## config.mk

```make
export PLATFORM = sky130hd
export DESIGN_NAME = imm_extend_pipe
export DESIGN_NICKNAME = d
export VERILOG_FILES = /design/src/rtl/cpu_pkg.sv /design/src/rtl/imm_extend_core.sv /design/src/rtl/imm_extend_pipe.sv
export SDC_FILE = /design/constraint.sdc
export NUM_CORES = 1
export LEC_CHECK = 0
export BUFFER_PORTS_ARGS = -buffer_cell sky130_fd_sc_hd__buf_2
export CAP_MARGIN = 0
export CORE_MARGIN = 3
export CORE_UTILIZATION = 60
export DETAILED_ROUTE_END_ITERATION = 8
export GPL_TIMING_DRIVEN = 1
export PLACE_DENSITY = 0.84
export SKIP_LAST_GASP = 1
export SYNTH_ARGS = -nofsm -noshare
export SYNTH_HDL_FRONTEND = slang
export SYNTH_SLANG_ARGS = --single-unit
```

## constraint.sdc

```tcl
create_clock -name clk -period 4.2 [get_ports clk]
set_clock_uncertainty 0.1 [all_clocks]
set_input_delay 1.05 -clock clk [delete_from_list [all_inputs] [get_ports clk]]
set_output_delay 1.05 -clock clk [all_outputs]
set_load 0.1 [all_outputs]
```

## src/rtl/cpu_pkg.sv

```systemverilog
// Shared decode-stage definitions: immediate extension modes and the
// occupancy states of the immediate skid buffer.
package cpu_pkg;

    localparam int MODE_W = 3;

    localparam logic [MODE_W-1:0] MODE_SIGN      = 3'd0;
    localparam logic [MODE_W-1:0] MODE_ZERO      = 3'd1;
    localparam logic [MODE_W-1:0] MODE_UPPER     = 3'd2;
    localparam logic [MODE_W-1:0] MODE_SIGN_SHL2 = 3'd3;
    localparam logic [MODE_W-1:0] MODE_BYTE_SIGN = 3'd4;

    // Number of valid words held: none, main register only, main + skid.
    typedef enum logic [1:0] {
        EMPTY = 2'd0,
        ONE   = 2'd1,
        TWO   = 2'd2
    } state_t;

endpackage

```

## src/rtl/imm_extend_core.sv

```systemverilog
// Combinational immediate extender: widens an IN_W-bit immediate to OUT_W
// bits according to the extension mode. Reserved modes yield zero with err.
module imm_extend_core
    import cpu_pkg::*;
#(
    parameter int IN_W  = 16,
    parameter int OUT_W = 32
) (
    input  logic [IN_W-1:0]   data,
    input  logic [MODE_W-1:0] mode,
    output logic [OUT_W-1:0]  result,
    output logic              err
);

    logic signed [OUT_W-1:0] w_sext;
    logic signed [OUT_W-1:0] w_byte_sext;

    // Size casts of signed operands sign-extend, so no replication width
    // corner case arises when OUT_W equals IN_W.
    assign w_sext      = OUT_W'($signed(data));
    assign w_byte_sext = OUT_W'($signed(data[7:0]));

    // Select the extension for the requested mode; reserved codes flag err.
    always_comb begin
        result = '0;
        err    = 1'b0;
        case (mode)
            MODE_SIGN:      result = w_sext;
            MODE_ZERO:      result = OUT_W'(data);
            MODE_UPPER:     result = OUT_W'(data) << IN_W;
            MODE_SIGN_SHL2: result = w_sext << 2;
            MODE_BYTE_SIGN: result = w_byte_sext;
            default:        err    = 1'b1;
        endcase
    end

endmodule

```

## src/rtl/imm_extend_pipe.sv

```systemverilog
// Registered immediate extender behind a valid/ready handshake. A main
// register drives the outputs and a skid register absorbs one extra word so
// that in_ready can be a pure function of the registered state.
module imm_extend_pipe
    import cpu_pkg::*;
#(
    parameter int IN_W  = 16,
    parameter int OUT_W = 32,
    parameter int TAG_W = 5
) (
    input  logic              clk,
    input  logic              reset,
    input  logic              in_valid,
    output logic              in_ready,
    input  logic [IN_W-1:0]   in_data,
    input  logic [MODE_W-1:0] in_mode,
    input  logic [TAG_W-1:0]  in_tag,
    output logic              out_valid,
    input  logic              out_ready,
    output logic [OUT_W-1:0]  out_data,
    output logic [TAG_W-1:0]  out_tag,
    output logic              out_err
);

    state_t             r_state;
    state_t             w_state_nxt;

    logic [OUT_W-1:0]   r_m_data;
    logic [TAG_W-1:0]   r_m_tag;
    logic               r_m_err;
    logic [OUT_W-1:0]   r_s_data;
    logic [TAG_W-1:0]   r_s_tag;
    logic               r_s_err;

    logic [OUT_W-1:0]   w_result;
    logic               w_err;
    logic               w_accept;
    logic               w_consume;
    logic               w_load_m_new;
    logic               w_load_m_skid;
    logic               w_load_s;

    // Extension is done at accept time so both registers hold final results.
    imm_extend_core #(
        .IN_W  (IN_W),
        .OUT_W (OUT_W)
    ) u_core (
        .data   (in_data),
        .mode   (in_mode),
        .result (w_result),
        .err    (w_err)
    );

    assign in_ready  = (r_state != TWO);
    assign out_valid = (r_state != EMPTY);
    assign out_data  = r_m_data;
    assign out_tag   = r_m_tag;
    assign out_err   = r_m_err;

    assign w_accept  = in_valid && in_ready;
    assign w_consume = out_valid && out_ready;

    // Occupancy state register; reset empties the buffer at once.
    always_ff @(posedge clk or posedge reset) begin
        if (reset) begin
            r_state <= EMPTY;
        end else begin
            r_state <= w_state_nxt;
        end
    end

    // Next occupancy and which register loads what this cycle.
    always_comb begin
        w_state_nxt   = r_state;
        w_load_m_new  = 1'b0;
        w_load_m_skid = 1'b0;
        w_load_s      = 1'b0;
        case (r_state)
            EMPTY: begin
                if (w_accept) begin
                    w_state_nxt  = ONE;
                    w_load_m_new = 1'b1;
                end
            end
            ONE: begin
                if (w_accept && w_consume) begin
                    w_load_m_new = 1'b1;
                end else if (w_accept) begin
                    w_state_nxt = TWO;
                    w_load_s    = 1'b1;
                end else if (w_consume) begin
                    w_state_nxt = EMPTY;
                end
            end
            TWO: begin
                if (w_consume) begin
                    w_state_nxt   = ONE;
                    w_load_m_skid = 1'b1;
                end
            end
            default: w_state_nxt = EMPTY;
        endcase
    end

    // Main and skid payload registers, cleared on reset.
    always_ff @(posedge clk or posedge reset) begin
        if (reset) begin
            r_m_data <= '0;
            r_m_tag  <= '0;
            r_m_err  <= 1'b0;
            r_s_data <= '0;
            r_s_tag  <= '0;
            r_s_err  <= 1'b0;
        end else begin
            if (w_load_m_new) begin
                r_m_data <= w_result;
                r_m_tag  <= in_tag;
                r_m_err  <= w_err;
            end else if (w_load_m_skid) begin
                r_m_data <= r_s_data;
                r_m_tag  <= r_s_tag;
                r_m_err  <= r_s_err;
            end
            if (w_load_s) begin
                r_s_data <= w_result;
                r_s_tag  <= in_tag;
                r_s_err  <= w_err;
            end
        end
    end

endmodule
```

# == After elaboration in Yosys (flattened, before gate mapping) ==
# Cells that the tools add are included.
# classes
reduce_logical,9
mux,21
n_eq_ne,11
# ops
cell,count
one-hot mux 32 bit (5 select lines),1
two-way mux 32 bit,2
two-way mux 2 bit,5
two-way mux 5 bit,2
two-way mux 1 bit,9
!= test 2 bit (second input constant),4
equality test 3 x 2 -> 1 bit (second input constant),2
one-hot mux 2 bit (3 select lines),1
OR reduction 5 bit,1
AND reduction 4 bit,1
nonzero test 2 bit,2
equality test 3 x 1 -> 1 bit (second input constant),1
equality test 3 bit (second input constant),1
logical AND 1 bit,3
zero test 3 bit,1
!= test 3 bit (second input constant),1
equality test 2 x 1 -> 1 bit (second input constant),1
equality test 2 bit (second input constant),1
zero test 2 bit,1
one-hot mux 1 bit (2 select lines),1
# word_totals
word_cells,48
regBits,78
output_inout_bits,40
inputBits,28

# == Longest topological paths before layout ==
# Gate-level depths: netlist of run 1.
# depth
word_depth,6
ltp_mapped,6
mapped_depth_nobuf,3

# == Modules after synthesis ==
# Synthesis of run 1 repeated with hierarchy kept, for this count alone.
# hier_totals
hier_cells,297
hier_area_um2,3925.0
# by_module_without_submodules
module,seq_area_each_um2,instances,cells_each,area_each_um2
imm_extend_pipe,1951.9,1,226,3359.5
imm_extend_core,0.0,1,71,565.5

# == Worst setup path after synthesis of run 1 ==
# No wires, ideal clock.
# synth_path
path_type,flip-flop to output port
start,reg r_state[0]
end,out in_ready
t_required_ps,3050
arrival_ps,1176
path_stages_with_launch,2
path_slack_ps,1874
n_path_buf,0
cell_sequence,dfrtp_1 > nand2b_1
# synth_between
elab_chain_len,1
# synth_rtl
element,line_no,source
start: declaration,imm_extend_pipe.sv:25,state_t r_state;
start signal: assignment,imm_extend_pipe.sv:68,r_state <= w_state_nxt;
!= test 2 bit,imm_extend_pipe.sv:54,assign in_ready = (r_state != TWO);
end: declaration,imm_extend_pipe.sv:14,"output logic in_ready,"
# No other way between the ends.

# == Worst setup path in the final report of run 1 ==
# layout_path
start,in out_ready
end,"reg r_m_data[10], in the netlist out_data[10]"
# layout_between
elab_chain_len,5
elab_cells_between_ends,8
cone_classes,mux: 5; reduce/logical: 3
# layout_rtl
element,line_no,source
start: declaration,imm_extend_pipe.sv:19,"input logic out_ready,"
logical AND 1 bit (*),imm_extend_pipe.sv:61,assign w_consume = out_valid && out_ready;
logical AND 1 bit,imm_extend_pipe.sv:86,if (w_accept && w_consume) begin
two-way mux 1 bit,imm_extend_pipe.sv:86,
one-hot mux 1 bit (2 select lines),imm_extend_pipe.sv:78,case (r_state)
two-way mux 32 bit / nonzero test 2 bit (equally long branches),--,
end signal: assignment,imm_extend_pipe.sv:116,r_m_data <= w_result;
end signal: assignment,imm_extend_pipe.sv:120,r_m_data <= r_s_data;
end: declaration,imm_extend_pipe.sv:28,logic [OUT_W-1:0] r_m_data;
# Mark *: on every way between the ends. The rest lies on a longest branch, timed or not.
# A chain may end at the register's enable or synchronous reset.

==> summary by stage, run 1 <==
Run status
The flow ran to the end, and the final reports show no timing, DRC or antenna violations.

Route
The final routed wirelength across all metal layers is 8636 um. The detailed router finished its first iteration with approximately 210 violations. Using the TritonRoute via totals, the vias-per-cell ratio works out to about 6. The number of vias after detailed routing is around 3000. The average detailed-routed wire length per instance is roughly 17 um. The number of iterations in the first detailed-routing pass is 4. The detail route stage leaves a number of antenna-violating nets equal to 0. For this run, design rule violations remaining after detail routing come to 0.

Layout
The relative area change from synthesis to final layout is 13.74%. The top cell types in the final layout, fill and taps aside, are sky130_fd_sc_hd__dfrtp_1, sky130_fd_sc_hd__nand2_1, sky130_fd_sc_hd__buf_2. The post-route cell area is around 0.0043 mm2.

The sequential cells in the finished layout cover a total of around 0.0020 mm2. Counting the fill cells in the layout gives 435. Of the cells placed in the final design, the portion with a size suffix greater than 1 is a little over a quarter. The repair_antennas step left the layout with diodes totalling 0. The filler-free cell count of the finished design is roughly 500. In the final layout, the multi-input gates occupy approximately 0.0016 mm2. At the end of the flow, the number of nets in the layout was 450. The most common cell after layout, fill and taps aside is sky130_fd_sc_hd__dfrtp_1.

Power
The power per cell area is between 600 and 700 mW/mm2. In this run the static leakage power is 0.002030 uW. The combinational power share is between 40% and 50%. Across the VDD grid, the largest voltage drop is a little under 0.5 mV. The internal power contribution is 1523 uW.

The register share of total power is about 38%. The share of total power dissipated in the clock network is approximately 22%. The net switching power of the design is around 1300 uW. The switching portion of total power is between 40% and 50%. The final total power is around 2800 uW.

Clocking
The insertion delay of the later-clocked pin in the worst-skew pair is about 0.35 ns. The tree is rooted in a sky130_fd_sc_hd__clkbuf_8. After clock tree synthesis, the clock-pin slew on the worst setup and hold paths is around 0.080 ns. The number of gates resized after CTS is 0. The post-CTS setup repair buffer count is 0. The clock drives between 70 and 80 sinks. The number of clock buffers added by TritonCTS is 9. The H-tree was split into 3 levels. The clock tree from TritonCTS is yes. The maximum number of buffers from clock root to sink is 2. Hold repair after CTS inserted 0 buffers.

Floorplan
The width of the die is around 86 um. In this run the core area contains 28 standard-cell rows. The die covers about 0.0073 mm2.

The top-level port count is between 60 and 70. The area of the core is about 0.0060 mm2. For this configuration, the core starts out at a cell density of between 60% and 70%. The die height is around 86 um.

Setup path
The data required time at the worst endpoint is approximately 4.3 ns. In this design, the stage delay of the slowest critical-path cell is 0.88 ns. The arrival time reported for the critical path endpoint is around 2.7 ns. Along the worst path, the maximum fanout reaches 24.

STA classifies the critical path startpoint as an input port. The worst setup path is of the input port to flip-flop kind. The kind of cell with the highest combined delay on the critical path is simple AND/OR/NAND/NOR gates.

The count of buffering cells on the critical path with inverters included is 1. The slowest stage of the critical path belongs to the cell sky130_fd_sc_hd__nand2b_1. Traced cell by cell, the critical path runs through buf_2 -> nor2b_1 -> nand2b_1 -> o221ai_1. The kind of end point of the critical path is a flip-flop.

Synth
The distinct cell type count of the synthesized netlist is 38. The most frequently used flop master after synthesis is sky130_fd_sc_hd__dfrtp_1. The number of cells produced by synthesis is ~370.

The average size of a mapped cell is 10.21 um2. The area of the mapped netlist is about 0.0038 mm2. In the synthesized netlist the async set-or-reset flop fraction comes to 100.0%.

The sequential element share of the synthesized area is roughly half. The register bit count reported by yosys is between 70 and 80. The post-synth net total is 401.

During synthesis, Yosys emitted a total of 0 warnings. The number of synthesized flops with an enable pin is 0.

STA
The final max-slew violation count is 0. The fmax is between 300 and 400 MHz. Setup repair after global routing left no endpoint under its margin. The final number of hold-violating endpoints is 0. For the pin with the worst max-slew slack, the measured transition is around 1.1 ns. The smallest clock period supported by the final layout is computed as 2.633 ns.

The total setup violations reported at the end of the flow is 0. The worst pin sits at a relative slew slack of a little over a quarter. The worst path uses a little over three fifths of the clock period. Setup total negative slack on the finished layout was measured at 0 ns.

Worst hold path
The min-delay analysis places its worst path in the category flip-flop to flip-flop.

Placed design
Once placement finished, the instance area stood at roughly 0.0041 mm2. After detailed placement, the design holds a cell count of between 400 and 500. At the end of routability-driven placement, the weighted congestion stood at ~0.91. The number of input and output port buffers inserted is 67. After legalization and detailed placement, the total HPWL measured 5972 um.

GRT
Summed over all layers, the global routing overflow is 0. The number of global-route vias before repair came to a little under 3000. The pin count of the biggest net entering global routing is 79. The global router's overall resource usage is 25.69%.

The first global-routing pass estimated roughly 15000 um of wire. The number of antenna violations at the first check in global routing is 0.

Job
Across the run, the number of max-cap violations was 0.
-- power groups by stage --
stage	Clock, uW	Combinational, uW	Sequential, uW
floorplan	0	340	1680
global placement	0	1130	1070
detailed placement	0	1150	1080
CTS	635	1150	1070
global route	675	1210	1100
finish	629	1150	1070
-- layer usage --
layer / global-route usage, % / wire length (um) / vias to the layer above
met5: 0 / 0 / -
met2: 40.18 / 4067 / 99
met1: 35.53 / 3818 / 1459
met3: 6.628 / 584 / 15
met4: 8.058 / 165 / 0
li1: - / - / 1432
-- synthesized netlist by cell type, types with 3 or more instances --
library cell | instances | area (um2)
sky130_fd_sc_hd__a211oi_2 | 10 | 125.1
sky130_fd_sc_hd__buf_6 | 3 | 33.78
sky130_fd_sc_hd__nor2b_1 | 4 | 25.02
sky130_fd_sc_hd__buf_2 | 16 | 80.08
sky130_fd_sc_hd__mux2i_1 | 10 | 100.1
sky130_fd_sc_hd__a221oi_1 | 3 | 26.28
sky130_fd_sc_hd__clkbuf_1 | 9 | 33.78
sky130_fd_sc_hd__a22oi_1 | 6 | 45.04
sky130_fd_sc_hd__nor3_1 | 4 | 20.02
sky130_fd_sc_hd__dfrtp_1 | 78 | 1952
sky130_fd_sc_hd__buf_4 | 3 | 22.52
sky130_fd_sc_hd__nor4bb_1 | 13 | 130.1
sky130_fd_sc_hd__nand2b_1 | 4 | 25.02
sky130_fd_sc_hd__inv_1 | 35 | 131.4
sky130_fd_sc_hd__a221oi_2 | 4 | 60.06
sky130_fd_sc_hd__a21oi_1 | 6 | 30.03
sky130_fd_sc_hd__a211oi_1 | 5 | 37.54
sky130_fd_sc_hd__mux2_2 | 5 | 56.30
sky130_fd_sc_hd__nand2_1 | 67 | 251.5
sky130_fd_sc_hd__o21ai_0 | 36 | 180.2
sky130_fd_sc_hd__o221ai_1 | 31 | 271.5
-- state kept, by name, indices dropped and copies added, names as in the netlist --
signal	flops
out_err	1
r_s_tag	5
out_tag	5
r_state	2
out_data	32
r_s_data	32
r_s_err	1
-- worst register-to-register path, stage by stage (launching register included) --
cell and delay (ns):
sky130_fd_sc_hd__dfrtp_1 0.44, sky130_fd_sc_hd__nor2b_1 0.46, sky130_fd_sc_hd__nand2b_1 0.89, sky130_fd_sc_hd__o221ai_1 0.24
-- path summary, 6_finish.rpt --
kind	from	to	slack [ns]	cells past startpoint
worst max-delay path	out_ready	out_data[10]	1.57	4
worst min-delay path	r_s_data[16]	out_data[16]	0.38	2
worst max register to register	r_state[0]	out_data[10]	1.91	3
worst min register to register	r_s_data[16]	out_data[16]	0.38	2
max in group asynchronous	reset	out_data[14]	2.50	3
min in group asynchronous	reset	out_tag[2]	0.88	3
-- stage by stage --
stage	hold slack [ns]	worst slack (ns)	util, %
CTS	0.3813	1.580	71.86
floorplan	0.3492	1.055	-
finish	0.3770	1.567	71.86
global placement	0.3590	1.312	68.17
global route	0.4130	1.403	71.86
detailed placement	0.3696	1.183	68.17
-- cell families (layout without fill, tap and decap cells) --
logic type	count (synthesis)	in the layout	share of synthesized area (%)
flops	78	78	51.27
simple gates	104	104	14.52
mux	16	16	4.502
buf+inv	68	122	8.183
xor+xnor	1	1	0.2301
compound gates	106	106	21.30
-- cell type report --
type	count	share of cell area [%]
clock buffer	10	3.178
clock inverter	6	1.965
inverter	35	3.034
multi-input combinational	227	35.86
sequential	78	45.07
tap	75	2.167
timing repair buffer	71	8.726
Power figures use the tool's default switching activity.
==> run 2: changes to the inputs <==
--- a/config.mk
+++ b/config.mk
@@ -8,10 +8,10 @@
 export BUFFER_PORTS_ARGS = -buffer_cell sky130_fd_sc_hd__buf_2
 export CAP_MARGIN = 0
 export CORE_MARGIN = 3
-export CORE_UTILIZATION = 60
+export CORE_UTILIZATION = 50
 export DETAILED_ROUTE_END_ITERATION = 8
 export GPL_TIMING_DRIVEN = 1
-export PLACE_DENSITY = 0.84
+export PLACE_DENSITY = 0.75
 export SKIP_LAST_GASP = 1
 export SYNTH_ARGS = -nofsm -noshare
 export SYNTH_HDL_FRONTEND = slang
==> constraint.sdc (replaced) <==
create_clock -name clk -period 2.37 [get_ports clk]
set_clock_uncertainty 0.1 [all_clocks]
set_input_delay 0.5925 -clock clk [delete_from_list [all_inputs] [get_ports clk]]
set_output_delay 0.5925 -clock clk [all_outputs]
set_load 0.1 [all_outputs]
==> run 2 against run 1 <==
- final cell count up 7.4%
- non-clock buffer count up 13
- hold slack worse by 0.19 ns
- register-to-register slack worse by 1.2 ns
- clock power up 62%
- die area up 19%
==> summary by stage, run 2 (synthesis results as in run 1) <==
Placed design
The number of input and output port buffers inserted is 67. Once placement finished, the instance area stood at approximately 0.0043 mm2. The half-perimeter wire length after detailed placement is between 6000 and 7000 um.

Timing analysis after detailed placement gives a worst setup slack of 0.2293 ns. Routability-driven placement finished with a final weighted congestion of between 0.8 and 0.9.

Setup path
The count of cells along the worst register-to-register path is 4. The worst reg2reg path startpoint is r_state[1]. Setup slack on the worst reg-to-reg path comes out at between 0.7 and 0.8 ns. The data required time at the worst endpoint is 1.68 ns.

The capture point of the critical path is out_valid. The worst setup path is captured at an output port. The most critical setup path has its startpoint at r_state[1]. The worst register-to-register path ends at out_data[2].

STA classifies the critical path startpoint as a flip-flop. Data on the critical path arrives at its endpoint at ~1.4 ns. The highest fanout seen on the critical path is 9.

The worst setup path is of the flip-flop to output port kind.

Route
The number of vias after detailed routing is 3041. The final routed wirelength across all metal layers is 9035 um. The number of iterations in the first detailed-routing pass is 4.

The average detailed-routed wire length per instance is roughly 17 um. The initial DRC count is approximately 250. The highest metal layer with signal wires is met4. The detailed route wirelength on metal3 is between 500 and 600 um. Using the TritonRoute via totals, the vias-per-cell ratio works out to ~5.6. The length of routed met2 wiring is about 4200 um. The remaining routing DRC violations is 0. After detailed routing, the wire length on met1 is roughly 4000 um. The post-detailed-route count of antenna-violating nets is 0.

GRT
The first global-routing pass estimated around 15000 um of wire. The number of global-route vias before repair was 2989. The pin count of the biggest net entering global routing is 42.

The global router's overall resource usage is between 20% and 30%. Summed over all layers, the global routing overflow is 0. The number of antenna violations at the first check in global routing is 0.

Floorplan
For this configuration, the core starts out at a cell density of 51.94%. The region available for standard cell placement spans 0.007331 mm2. The width of the die is 93.26 um.

The die area is roughly 0.0087 mm2. The number of rows created at floorplan is 31. From bottom edge to top edge, the die measures roughly 93 um. The top-level port count is a little under 70.

Layout
The number of antenna diodes in the final layout is 0. Summing all non-filler instances in the final layout gives an area of 0.004464 mm2. Leaving out fill and tap cells, the most frequent cell in the layout is sky130_fd_sc_hd__dfrtp_1. The area of combinational cells with multiple inputs is around 0.0016 mm2. The net count of the finished layout is ~460.

The area of all sequential standard cells is ~0.0020 mm2. The relative area change from synthesis to final layout is 17.25%. Of the cells placed in the final design, the portion with a size suffix greater than 1 is 28.18%. The count of filler cells inserted in the layout is ~630.

Leaving out fill and tap cells, the most frequent cells in the layout are sky130_fd_sc_hd__dfrtp_1, sky130_fd_sc_hd__nand2_1, sky130_fd_sc_hd__buf_2.

Clocking
The number of gates resized after CTS is 0. The clock net in this run drives a total of 78 sinks. Buffers inserted during clock tree synthesis total 9. The insertion delay of the later-clocked pin in the worst-skew pair is ~0.36 ns. Once the clock tree was built, the setup fixing pass inserted 0 buffers. The clock passes through at most 2 buffers. The root buffer cell is sky130_fd_sc_hd__clkbuf_8. The count of hold-fix buffers inserted at cts is 0.

TritonCTS built the clock tree. After clock tree synthesis, the clock-pin slew on the worst setup and hold paths is approximately 0.080 ns. The H-tree was split into 3 levels.

STA
Setup repair after global routing left no endpoint under its margin. Measured against its own limit, the worst slew margin works out to between 60% and 70%. Setup slack on the critical path of the routed design comes to 0.2574 ns. The final critical delay including setup and external delays is between 2 and 2.5 ns. The final max-slew violation count was 0. The accumulated negative setup slack is 0 ns. The total setup violations reported at the end of the flow is 0. At the pin with the least slew margin, the transition time is approximately 0.57 ns. The final number of hold-violating endpoints is 0. Of the available clock period, the critical path in the final layout requires between 80 and 90%. The fmax is between 400 and 500 MHz.

Power
The power per cell area is around 1100 mW/mm2. The worst voltage drop across the vdd grid is ~0.66 mV. The analysis attributes to cell leakage a power of 0.002095 uW.

Worst hold path
The path class of the tightest hold or removal check is input port to asynchronous set/reset pin.

Run status
The flow ran to the end, and the final reports show no timing, DRC or antenna violations.

Job
The number of max-cap violations is 0.
-- run 2: routing by layer --
| metal | global-route usage (%) | vias up |
|---|---|---|
| met4 | 9.280 | 0 |
| li1 | - | 1461 |
| met2 | 33.71 | 94 |
| met1 | 29.70 | 1468 |
| met3 | 5.390 | 18 |
| met5 | 0 | - |
-- run 2: metrics by stage --
step           cells  utilization (%)  total power (uW)  hold WS [ns]
6_report         539            60.90              4973        0.1867
4_1_cts          539            60.90              5001        0.1936
3_3_place_gp     523            58.17              3942        0.3602
5_1_grt          539            60.90              5215        0.2122
2_1_floorplan    373                -              3584        0.3492
3_5_place_dp     523            58.17              3993        0.3699
-- run 2: worst max-delay path, cell delays in order (launching register included) --
cell	delay (ns)
sky130_fd_sc_hd__dfrtp_1	0.46
sky130_fd_sc_hd__or2_2	0.31
sky130_fd_sc_hd__buf_2	0.29
-- run 2: worst min-delay path by stage --
stage	from	endpoint	slack (ns)	cells past startpoint
final	reset	r_s_tag[3]	0.19	2
after global routing	reset	out_tag[0]	0.21	2
after CTS	reset	r_s_tag[3]	0.19	2
after detailed placement	r_s_data[29]	r_s_data[29]	0.37	2
after global placement	r_s_data[17]	out_data[17]	0.36	2
after floorplan	r_s_data[0]	r_s_data[0]	0.35	2
-- run 2: cell type report --
cell class / instances / area share (%)
flip-flops and latches: 78 / 43.72
multi-input cells: 227 / 34.78
repair buffers: 84 / 11.21
clock buffers: 12 / 3.475
inverters: 35 / 3.027
well taps: 99 / 2.775
clock inverters: 4 / 1.009
-- run 2: report_power, final --
part | switching (uW) | internal (uW) | total [uW]
combinational | 1650 | 417 | 2070
clock | 478 | 539 | 1020
sequential | 196 | 1690 | 1890
total | 2330 | 2650 | 4970
==> run 3: changes to the inputs <==
--- a/config.mk
+++ b/config.mk
@@ -5,7 +5,7 @@
 export SDC_FILE = /design/constraint.sdc
 export NUM_CORES = 1
 export LEC_CHECK = 0
-export BUFFER_PORTS_ARGS = -buffer_cell sky130_fd_sc_hd__buf_2
+export BUFFER_PORTS_ARGS = -buffer_cell sky130_fd_sc_hd__clkbuf_2
 export CAP_MARGIN = 0
 export CORE_MARGIN = 3
 export CORE_UTILIZATION = 50
==> run 3 against run 2 <==
- utilization increased by 0.20 points
- fmax decreased by 3.5%
- register-to-register slack improved by 0.04 ns
- critical endpoint unchanged
- largest cell class unchanged
- highest routed layer unchanged
==> summary by stage, run 3 (synthesis results as in run 1) <==
Clocking
The total number of H-tree levels is 3. The post-CTS setup repair buffer count is 0. After clock tree synthesis, the clock-pin slew on the worst setup and hold paths is about 0.080 ns.

The number of gates resized after CTS is 0. The root buffer cell is sky130_fd_sc_hd__clkbuf_8. The TritonCTS sink count is 78. The TritonCTS buffer count is 9. The count of hold-fix buffers inserted at cts is 0.

The longest clock path from root to sink contains 2 buffers. The insertion delay of the later-clocked pin in the worst-skew pair is approximately 0.35 ns. TritonCTS built the clock tree.

Route
The initial DRC count is 178. The final layout contains routed wiring with a total length of between 8000 and 9000 um. The remaining routing DRC violations is 0.

Detailed routing inserted a total of around 3000 vias. After detailed routing, the average wire length per cell comes to 16.78 um. The mean number of vias per cell is approximately 5.7. The number of iterations in the first detailed-routing pass is 4. The count of nets left with antenna violations once routing finished came out at 0.

Placed design
Summed over all nets, the half-perimeter wirelength after detailed placement is between 6000 and 7000 um. The number of input and output port buffers inserted is 67. The placer's final routability congestion estimate is just under 0.9.

Counting tap cells, the placed design contains a total of 520 instances.

STA
The final max-slew violation count is 0. The clock period could shrink to about 2.2 ns. The worst relative slew slack is between 15 and 20%. Setup repair after global routing left no endpoint under its margin. The portion of the clock cycle consumed by the worst path in the final layout is between 90% and 100%.

The fmax is roughly 460 MHz. Setup violations remaining at the end of the flow were counted as 0. Hold is met by 0.2247 ns. The final number of hold-violating endpoints is 0.

The slew at the pin closest to its max-slew limit is between 1 and 1.5 ns. The accumulated negative setup slack is 0 ns.

GRT
The number of global-route vias before repair is between 2000 and 3000. The first-pass GRT wire length is between 15000 and 20000 um. The met1 global-route usage is between 30% and 40%. The pin count of the biggest net entering global routing is 79. The layer with the highest usage after global routing is met2. The global router's overall resource usage is 22.14%. The number of antenna violations at the first check in global routing came to 0. For met2 alone, demand over resource in global routing was around a third.

After global routing the overflow that remains totals 0. The fraction of met3 tracks used by global routing is around 4%.

Run status
The flow ran to the end, and the final reports show no timing, DRC or antenna violations.

Floorplan
The top-level port count is between 60 and 70. The die height is 93.26 um. The width of the die is between 90 and 100 um. The die area is just under 0.009 mm2. The region available for standard cell placement spans between 0.007 and 0.008 mm2.

The number of rows created at floorplan is 31. Once the floorplan was initialized, standard cells occupied a little over 50% of the core.

Setup path
In this run the critical register-to-register path is captured at out_data[26]. The highest fanout seen on the critical path is 9. At the worst endpoint, the required time is between 1.5 and 2 ns.

The count of cells along the worst register-to-register path is 5. The worst setup path is of the flip-flop to output port kind. The worst reg2reg path startpoint is r_state[0]. Data on the critical path arrives at its endpoint at around 1.5 ns. The sort of element at the start of the critical path is a flip-flop. In this run the worst setup path begins at r_state[1].

STA classifies the critical path endpoint as an output port. Setup slack on the worst reg-to-reg path comes out at approximately 0.77 ns.

Layout
The antenna diode count is 0. Across the whole layout, storage elements account for 0.001952 mm2. In the final layout, the multi-input gates occupy 0.001553 mm2.

Counting the fill cells in the layout gives roughly 610. Cells with a size suffix above 1 make up 27.69% of the layout. At the end of the flow, the number of nets in the layout was 460. The relative area change from synthesis to final layout is 17.65%. The most common cell after layout, fill and taps aside is sky130_fd_sc_hd__dfrtp_1. Once layout is complete, the cells apart from fillers number 536. In the layout the commonest cells are sky130_fd_sc_hd__dfrtp_1, sky130_fd_sc_hd__nand2_1, sky130_fd_sc_hd__clkbuf_2.

Worst hold path
The path class of the lowest-slack min-delay path is input port to asynchronous set/reset pin.

Power
The leakage power summed over all cells is roughly 0.0021 uW. The worst voltage drop across the vdd grid is ~0.67 mV. The power per cell area is 1147 mW/mm2.

Job
The number of max-cap violations is 0.
==> run 3: cell types whose count changed in the layout (fill, tap and decap cells not counted), sizes merged <==
cell,change
buf,-70
clkbuf,+65
bufinv,+2
clkinv,-2
clkinvlp,+2
==> run 3: layout make-up <==
class	instances	share of cell area [%]
tap	99	2.765
sequential	78	43.58
clock buffer	10	2.849
clock inverter	6	2.458
multi-input combinational	227	34.66
inverter	35	3.017
timing repair buffer	81	10.67
==> run 3: worst max-delay path by stage <==
stage	endpoint	slack (ns)	cells past startpoint
after floorplan	in_ready	0.50	1
after global placement	out_data[28]	0.03	4
after detailed placement	out_data[30]	0.004	4
after CTS	out_valid	0.17	2
after global routing	out_valid	0.12	2
final	out_valid	0.18	2
==> run 3: worst max-delay path, cell delays in order, from the launching register on <==
cell and delay, ns:
sky130_fd_sc_hd__dfrtp_1 0.46, sky130_fd_sc_hd__or2_2 0.32, sky130_fd_sc_hd__clkbuf_2 0.37
==> run 3: where the power goes <==
group | total, uW | internal (uW) | leakage, uW | switching, uW
clock network | 1180 | 698 | 0.000112 | 478
logic | 2060 | 411 | 0.000954 | 1650
registers | 1900 | 1690 | 0.00101 | 203
==> run 3: per-stage QoR <==
| step | util (%) | power [uW] | setup WS (ns) | instance area [um2] |
|---|---|---|---|---|
| 3_5_place_dp | 57.86 | 3993 | 0.004428 | 4242 |
| 6_report | 61.10 | 5136 | 0.1813 | 4479 |
| 5_1_grt | 61.10 | 5391 | 0.1167 | 4479 |
| 4_1_cts | 61.10 | 5174 | 0.1659 | 4479 |
| 2_1_floorplan | - | 3584 | 0.5017 | 3811 |
| 3_3_place_gp | 57.86 | 3945 | 0.02676 | 4242 |
==> run 3: per-layer routing <==
metal,wire length (um),vias to the layer above
li1,-,1450
met1,3828,1486
met2,4439,100
met3,578,11
met4,150,0
met5,0,-
